<file path="config.mk">
export PLATFORM = sky130hd
export DESIGN_NAME = hyper_rx_burst_sched
export DESIGN_NICKNAME = d
export VERILOG_FILES = /design/src/rtl/hyper_rx_burst_sched.sv
export SDC_FILE = /design/constraint.sdc
export NUM_CORES = 1
export LEC_CHECK = 0
export CELL_PAD_IN_SITES_DETAIL_PLACEMENT = 1
export CELL_PAD_IN_SITES_GLOBAL_PLACEMENT = 1
export CORE_ASPECT_RATIO = 1.2
export CORE_MARGIN = 1
export CORE_UTILIZATION = 37
export CTS_CLUSTER_SIZE = 20
export DETAILED_ROUTE_END_ITERATION = 7
export GPL_TIMING_DRIVEN = 0
export HOLD_SLACK_MARGIN = 0.1
export PLACE_DENSITY_LB_ADDON = 0.25
export SLEW_MARGIN = 20
export SYNTH_ARGS = -nofsm -noshare
export SYNTH_HDL_FRONTEND = slang
export SYNTH_SLANG_ARGS = --single-unit
</file>
<file path="constraint.sdc">
create_clock -name clk_i -period 11.04 [get_ports clk_i]
set_input_delay 1.656 -clock clk_i [delete_from_list [all_inputs] [get_ports clk_i]]
set_output_delay 1.656 -clock clk_i [all_outputs]
set_load 0.05 [all_outputs]
</file>
<file path="src/rtl/hyper_rx_burst_sched.sv">
// Round-robin RX transfer sequencer: splits each granted uDMA transfer into PHY bursts
// that never cross a MAX_BURST_BYTES boundary and tracks the words left in each burst.
module hyper_rx_burst_sched #(
    parameter int NB_CH           = 2,
    parameter int TRANS_SIZE      = 16,
    parameter int MAX_BURST_BYTES = 256
) (
    input  logic                        clk_i,
    input  logic                        rst_i,
    input  logic [NB_CH-1:0]            ch_req_i,
    input  logic [NB_CH*32-1:0]         ch_addr_i,
    input  logic [NB_CH*TRANS_SIZE-1:0] ch_size_i,
    input  logic [NB_CH*2-1:0]          ch_mem_sel_i,
    output logic [NB_CH-1:0]            ch_gnt_o,
    output logic [NB_CH-1:0]            ch_done_o,
    output logic                        phy_trans_valid_o,
    input  logic                        phy_trans_ready_i,
    output logic [31:0]                 phy_addr_o,
    output logic [TRANS_SIZE-1:0]       phy_words_o,
    output logic [TRANS_SIZE-1:0]       cfg_rx_size_o,
    output logic                        hyper_odd_saaddr_o,
    output logic [1:0]                  mem_sel_o,
    output logic [TRANS_SIZE-1:0]       remained_data_o,
    input  logic                        phy_rx_valid_i,
    output logic                        busy_o,
    output logic [2:0]                  active_ch_o
);

    // state | meaning
    // IDLE  | waiting for a request; also holds while a zero-size done is pending
    // ISSUE | burst command valid, waiting for PHY ready
    // DATA  | counting received 16-bit words of the current burst
    typedef enum logic [1:0] {IDLE, ISSUE, DATA} state_t;

    localparam logic [31:0] BURST_MASK = 32'(MAX_BURST_BYTES - 1);

    state_t                state;
    logic [2:0]            rr_ptr;
    logic [31:0]           cur_addr;
    logic [TRANS_SIZE-1:0] cur_rem;
    logic                  zero_done;

    logic [31:0]           off;
    logic [31:0]           room;
    logic [31:0]           rem_ext;
    logic [TRANS_SIZE-1:0] bytes;
    logic [TRANS_SIZE-1:0] words;

    always_comb begin
        off     = cur_addr & BURST_MASK;
        room    = 32'(MAX_BURST_BYTES) - off;
        rem_ext = 32'(cur_rem);
        bytes   = (rem_ext < room) ? cur_rem : room[TRANS_SIZE-1:0];
        words   = (TRANS_SIZE'(cur_addr[0]) + bytes + TRANS_SIZE'(1)) >> 1;
    end

    logic                  found;
    logic [2:0]            win;
    logic [31:0]           win_addr;
    logic [TRANS_SIZE-1:0] win_size;
    logic [1:0]            win_mem;

    // Two passes give "first requester after the pointer, wrapping".
    always_comb begin
        found    = 1'b0;
        win      = '0;
        win_addr = '0;
        win_size = '0;
        win_mem  = '0;
        for (int k = 0; k < NB_CH; k++) begin
            if (!found && ch_req_i[k] && (3'(k) > rr_ptr)) begin
                found    = 1'b1;
                win      = 3'(k);
                win_addr = ch_addr_i[32*k +: 32];
                win_size = ch_size_i[TRANS_SIZE*k +: TRANS_SIZE];
                win_mem  = ch_mem_sel_i[2*k +: 2];
            end
        end
        for (int k = 0; k < NB_CH; k++) begin
            if (!found && ch_req_i[k] && (3'(k) <= rr_ptr)) begin
                found    = 1'b1;
                win      = 3'(k);
                win_addr = ch_addr_i[32*k +: 32];
                win_size = ch_size_i[TRANS_SIZE*k +: TRANS_SIZE];
                win_mem  = ch_mem_sel_i[2*k +: 2];
            end
        end
    end

    always_ff @(posedge clk_i) begin
        if (rst_i) begin
            state             <= IDLE;
            rr_ptr            <= 3'(NB_CH - 1);
            cur_addr          <= '0;
            cur_rem           <= '0;
            zero_done         <= 1'b0;
            ch_gnt_o          <= '0;
            ch_done_o         <= '0;
            phy_trans_valid_o <= 1'b0;
            mem_sel_o         <= '0;
            remained_data_o   <= '0;
            active_ch_o       <= '0;
        end else begin
            ch_gnt_o  <= '0;
            ch_done_o <= '0;
            zero_done <= 1'b0;
            if (zero_done) ch_done_o <= NB_CH'(1) << active_ch_o;
            case (state)
                IDLE: begin
                    // No new arbitration until the previous grant/done pulses have cleared.
                    if (found && !zero_done && ch_gnt_o == '0 && ch_done_o == '0) begin
                        ch_gnt_o    <= NB_CH'(1) << win;
                        cur_addr    <= win_addr;
                        cur_rem     <= win_size;
                        mem_sel_o   <= win_mem;
                        active_ch_o <= win;
                        rr_ptr      <= win;
                        if (win_size == '0) begin
                            zero_done <= 1'b1;
                        end else begin
                            state             <= ISSUE;
                            phy_trans_valid_o <= 1'b1;
                        end
                    end
                end
                ISSUE: begin
                    if (phy_trans_ready_i) begin
                        phy_trans_valid_o <= 1'b0;
                        remained_data_o   <= words;
                        state             <= DATA;
                    end
                end
                DATA: begin
                    if (phy_rx_valid_i && remained_data_o != '0) begin
                        remained_data_o <= remained_data_o - TRANS_SIZE'(1);
                        if (remained_data_o == TRANS_SIZE'(1)) begin
                            cur_addr <= cur_addr + 32'(bytes);
                            cur_rem  <= cur_rem - bytes;
                            if (cur_rem == bytes) begin
                                state     <= IDLE;
                                ch_done_o <= NB_CH'(1) << active_ch_o;
                            end else begin
                                state             <= ISSUE;
                                phy_trans_valid_o <= 1'b1;
                            end
                        end
                    end
                end
                default: state <= IDLE;
            endcase
        end
    end

    assign busy_o             = (state != IDLE);
    assign phy_addr_o         = busy_o ? cur_addr : '0;
    assign cfg_rx_size_o      = busy_o ? bytes : '0;
    assign phy_words_o        = busy_o ? words : '0;
    assign hyper_odd_saaddr_o = busy_o & cur_addr[0];

endmodule

</file>
==> run metrics <==
FP Rows 53; final hold slack between 0.4 and 0.5 ns; status complete, but fails checks; failing checks DRC; P_sw around 1.1 mW; Vias 8223; Antenna Nets Post-Route 0; CTS Buf Count 9; detailed-placement wirelength estimate 23500 µm; layout cells sized above 1 ~6.0%; Distinct cells, synth 74; initial drt markers 437; syn avg cell area 7.39 µm²; Yosys top cell area share between 20% and 30%; Mapped Cells between 900 and 1000; total iterations of the first detailed-routing run 7; Min-Delay Path Class flop to flop; die area 18900 µm²; Yosys reg bits 76; PortBufs 180; most frequent cell after synthesis nor2_1; worst vdd ir 85.6 µV; Pint 994 µW; ys flop type dfxtp_1; largest delay contributor family on the critical path buffers and inverters; Tcrit/Tclk final between 70 and 80%; Post-synth ARST share 0%; WS Path Type flop to output pin; Synth area leaders dfxtp_1 22%, ha_1 7.0%, nor2_1 6.0%; Worst Clk Skew 0.0120 ns; netlist area before placement 6790 µm²; final hold vios 0; Post-CTS Resized 0; H-tree Lvls 3; register area share after synthesis 22.4%; combinational power share 66.4%; EDFF count, synth 0; clk buf depth 2; GP Congestion around 0.95; Worst-Margin Slew 1.11 ns; CTS Root Cell clkbuf_16; Placement Cell Area 8950 µm²; pwr/cell area 222 nW/µm²; Synthesis Warnings 0; CTS tree built; Max Clock Freq between 0.1 and 0.15 GHz; Cell Chain, Critical Path clkbuf_1 > inv_1 > ha_1 > nand3b_1 > nor4_1 > inv_1 > ha_1 > nand3_1 > nor2_1 > a211oi_1 > nand3_1 > clkbuf_1 > a21oi_1 > ha_1 > inv_1 > ha_1 > inv_1 > nor2_1 > o31ai_1 > xnor2_1 > mux2_2 > nor2_1 > clkdlybuf4s50_1; chip height 150 µm; wire length of the first global-routing pass 46300 µm; pin count of the biggest net entering global routing 13; Slowest cell on crit path clkdlybuf4s50_1; Post-Route Setup TNS 0 ns; Post-synth top cells 109 x nor2_1, 76 x dfxtp_1, 66 x a21oi_1; Ports between 150 and 200; Die W approximately 130 µm; drt total wl 30300 µm; Slew Viols, Final 0; Hold-fix buffers, CTS 0; Worst Path Buf+Inv 7; register share of total power between 10% and 20%; initial antenna violation count 0; part of the power in the clock network 14.9%; RSZ-0062 raised after global routing false; Crit. End Element output pin; core area about 18000 µm²; wire per inst 22.3 µm; startpoint class of the critical path flop; register area 1520 µm²; LEAKAGE 3.60 nW; crit path DAT 6.48 ns; CP required 9.38 ns; max cap viols 0; nets 1278; Setup violations, final 0; Rel. slew slack 25.0%; net switching share of the total power roughly half; Area Overhead vs Synth 36.1%; Initial Utilization 38.2%; Filler cells 2231; Multi-input gate area 4820 µm²; CP max FO 10; Post-CTS Setup Inserts 0; Sink Count 76; CP max stage delay 0.81 ns; Design Area, Final 9240 µm²; clock latency on the worst-skew pair ~0.36 ns; total gr overflow 0; final core occ just over 50%; vias per cell 6.07; vias in the first global route approximately 8300; gr usage total ~32%; area leader, netlist dfxtp_1; drt drc 10; diodes inserted 0; minimum clock period 8.14 ns; clk slew on worst S/H paths ~0.06 ns
[registers in the layout (all words and copies together), names as in the netlist]
signal             count
ch_done_o              2
state                  2
mem_sel_o              2
ch_gnt_o               2
cur_addr              32
active_ch_o            1
remained_data_o       16
phy_trans_valid_o      1
rr_ptr                 1
zero_done              1
cur_rem               16
[worst paths after layout]
kind | from | to | slack (ns) | depth (start not counted)
worst min register to register | phy_trans_valid_o$_SDFFE_PP0P_ | phy_trans_valid_o$_SDFFE_PP0P_ | 0.47 | 2
worst max register to register | cur_addr[0]$_SDFFE_PP0P_ | cur_addr[17]$_SDFFE_PP0P_ | 4.52 | 23
worst max-delay path | cur_addr[0]$_SDFFE_PP0P_ | phy_words_o[3] | 2.90 | 23
worst min-delay path | phy_trans_valid_o$_SDFFE_PP0P_ | phy_trans_valid_o$_SDFFE_PP0P_ | 0.47 | 2
[worst min-delay path: cells and delay by family, from the launching register on]
kind / cells / cell delay [ns]
flip-flops: 1 / 0.32
AO/OA/AOI/OAI: 1 / 0.06
AND/OR/NAND/NOR: 1 / 0.05
[through the flow]
stage	power [mW]	cells	setup slack, ns
after floorplan	1.31	941	4.17
after global placement	1.69	1341	3.43
after detailed placement	1.72	1341	3.31
after CTS	2.03	1355	2.91
after global routing	2.17	1355	2.32
final	2.05	1355	2.90
[cell type report]
cell class	count	share of cell area [%]
inverters	35	1.42
multi-input cells	750	52.2
clock buffers	10	2.59
well taps	220	2.98
clock inverters	4	0.555
plain buffers	80	4.31
flip-flops and latches	76	16.5
repair buffers	180	19.5
[per-layer routing]
| metal | part of all wire [%] | global-route usage, % |
|---|---|---|
| met4 | 4.8 | 16.8 |
| met2 | 49 | 57.3 |
| met5 | 0 | 0 |
| met3 | 6.5 | 6.43 |
| met1 | 40 | 36.2 |
[cell families after synthesis]
kind of cell	count (synthesis)	synth area share, %
AND/OR/NAND/NOR	344	25.2
AO/OA/AOI/OAI	297	30.8
buffers and inverters	115	7.79
flip-flops	76	22.4
adder cells (fa/ha/maj)	40	7.59
XOR/XNOR	36	4.64
multiplexers	10	1.55
other	1	0.0552
[cell usage in the layout (no fill, tap or decap), drive strengths merged, types with 11 or more instances in the layout]
cell type / Yosys / routed
a21oi: 67 / 67
inv: 35 / 35
nand2: 60 / 60
nor2b: 38 / 38
a221oi: 22 / 22
dfxtp: 76 / 76
conb: 1 / 23
nand3: 21 / 21
ha: 38 / 38
a22oi: 15 / 15
clkdlybuf4s50: 0 / 180
clkbuf: 45 / 55
a31oi: 13 / 13
o21a: 15 / 15
nor3: 36 / 36
a211oi: 23 / 23
o21ai: 50 / 50
buf: 35 / 35
xor2: 21 / 21
nor4: 16 / 16
nor2: 109 / 109
and3: 19 / 19
xnor2: 15 / 15
a311oi: 11 / 11
[power by group through the flow]
stage | Combinational [mW] | Clock (mW) | Sequential, mW
floorplan | 0.901 | 0 | 0.405
global placement | 1.31 | 0 | 0.383
detailed placement | 1.33 | 0 | 0.385
CTS | 1.35 | 0.307 | 0.380
global route | 1.47 | 0.319 | 0.389
finish | 1.36 | 0.307 | 0.382
Note: power is estimated with default switching activity, not from simulation.
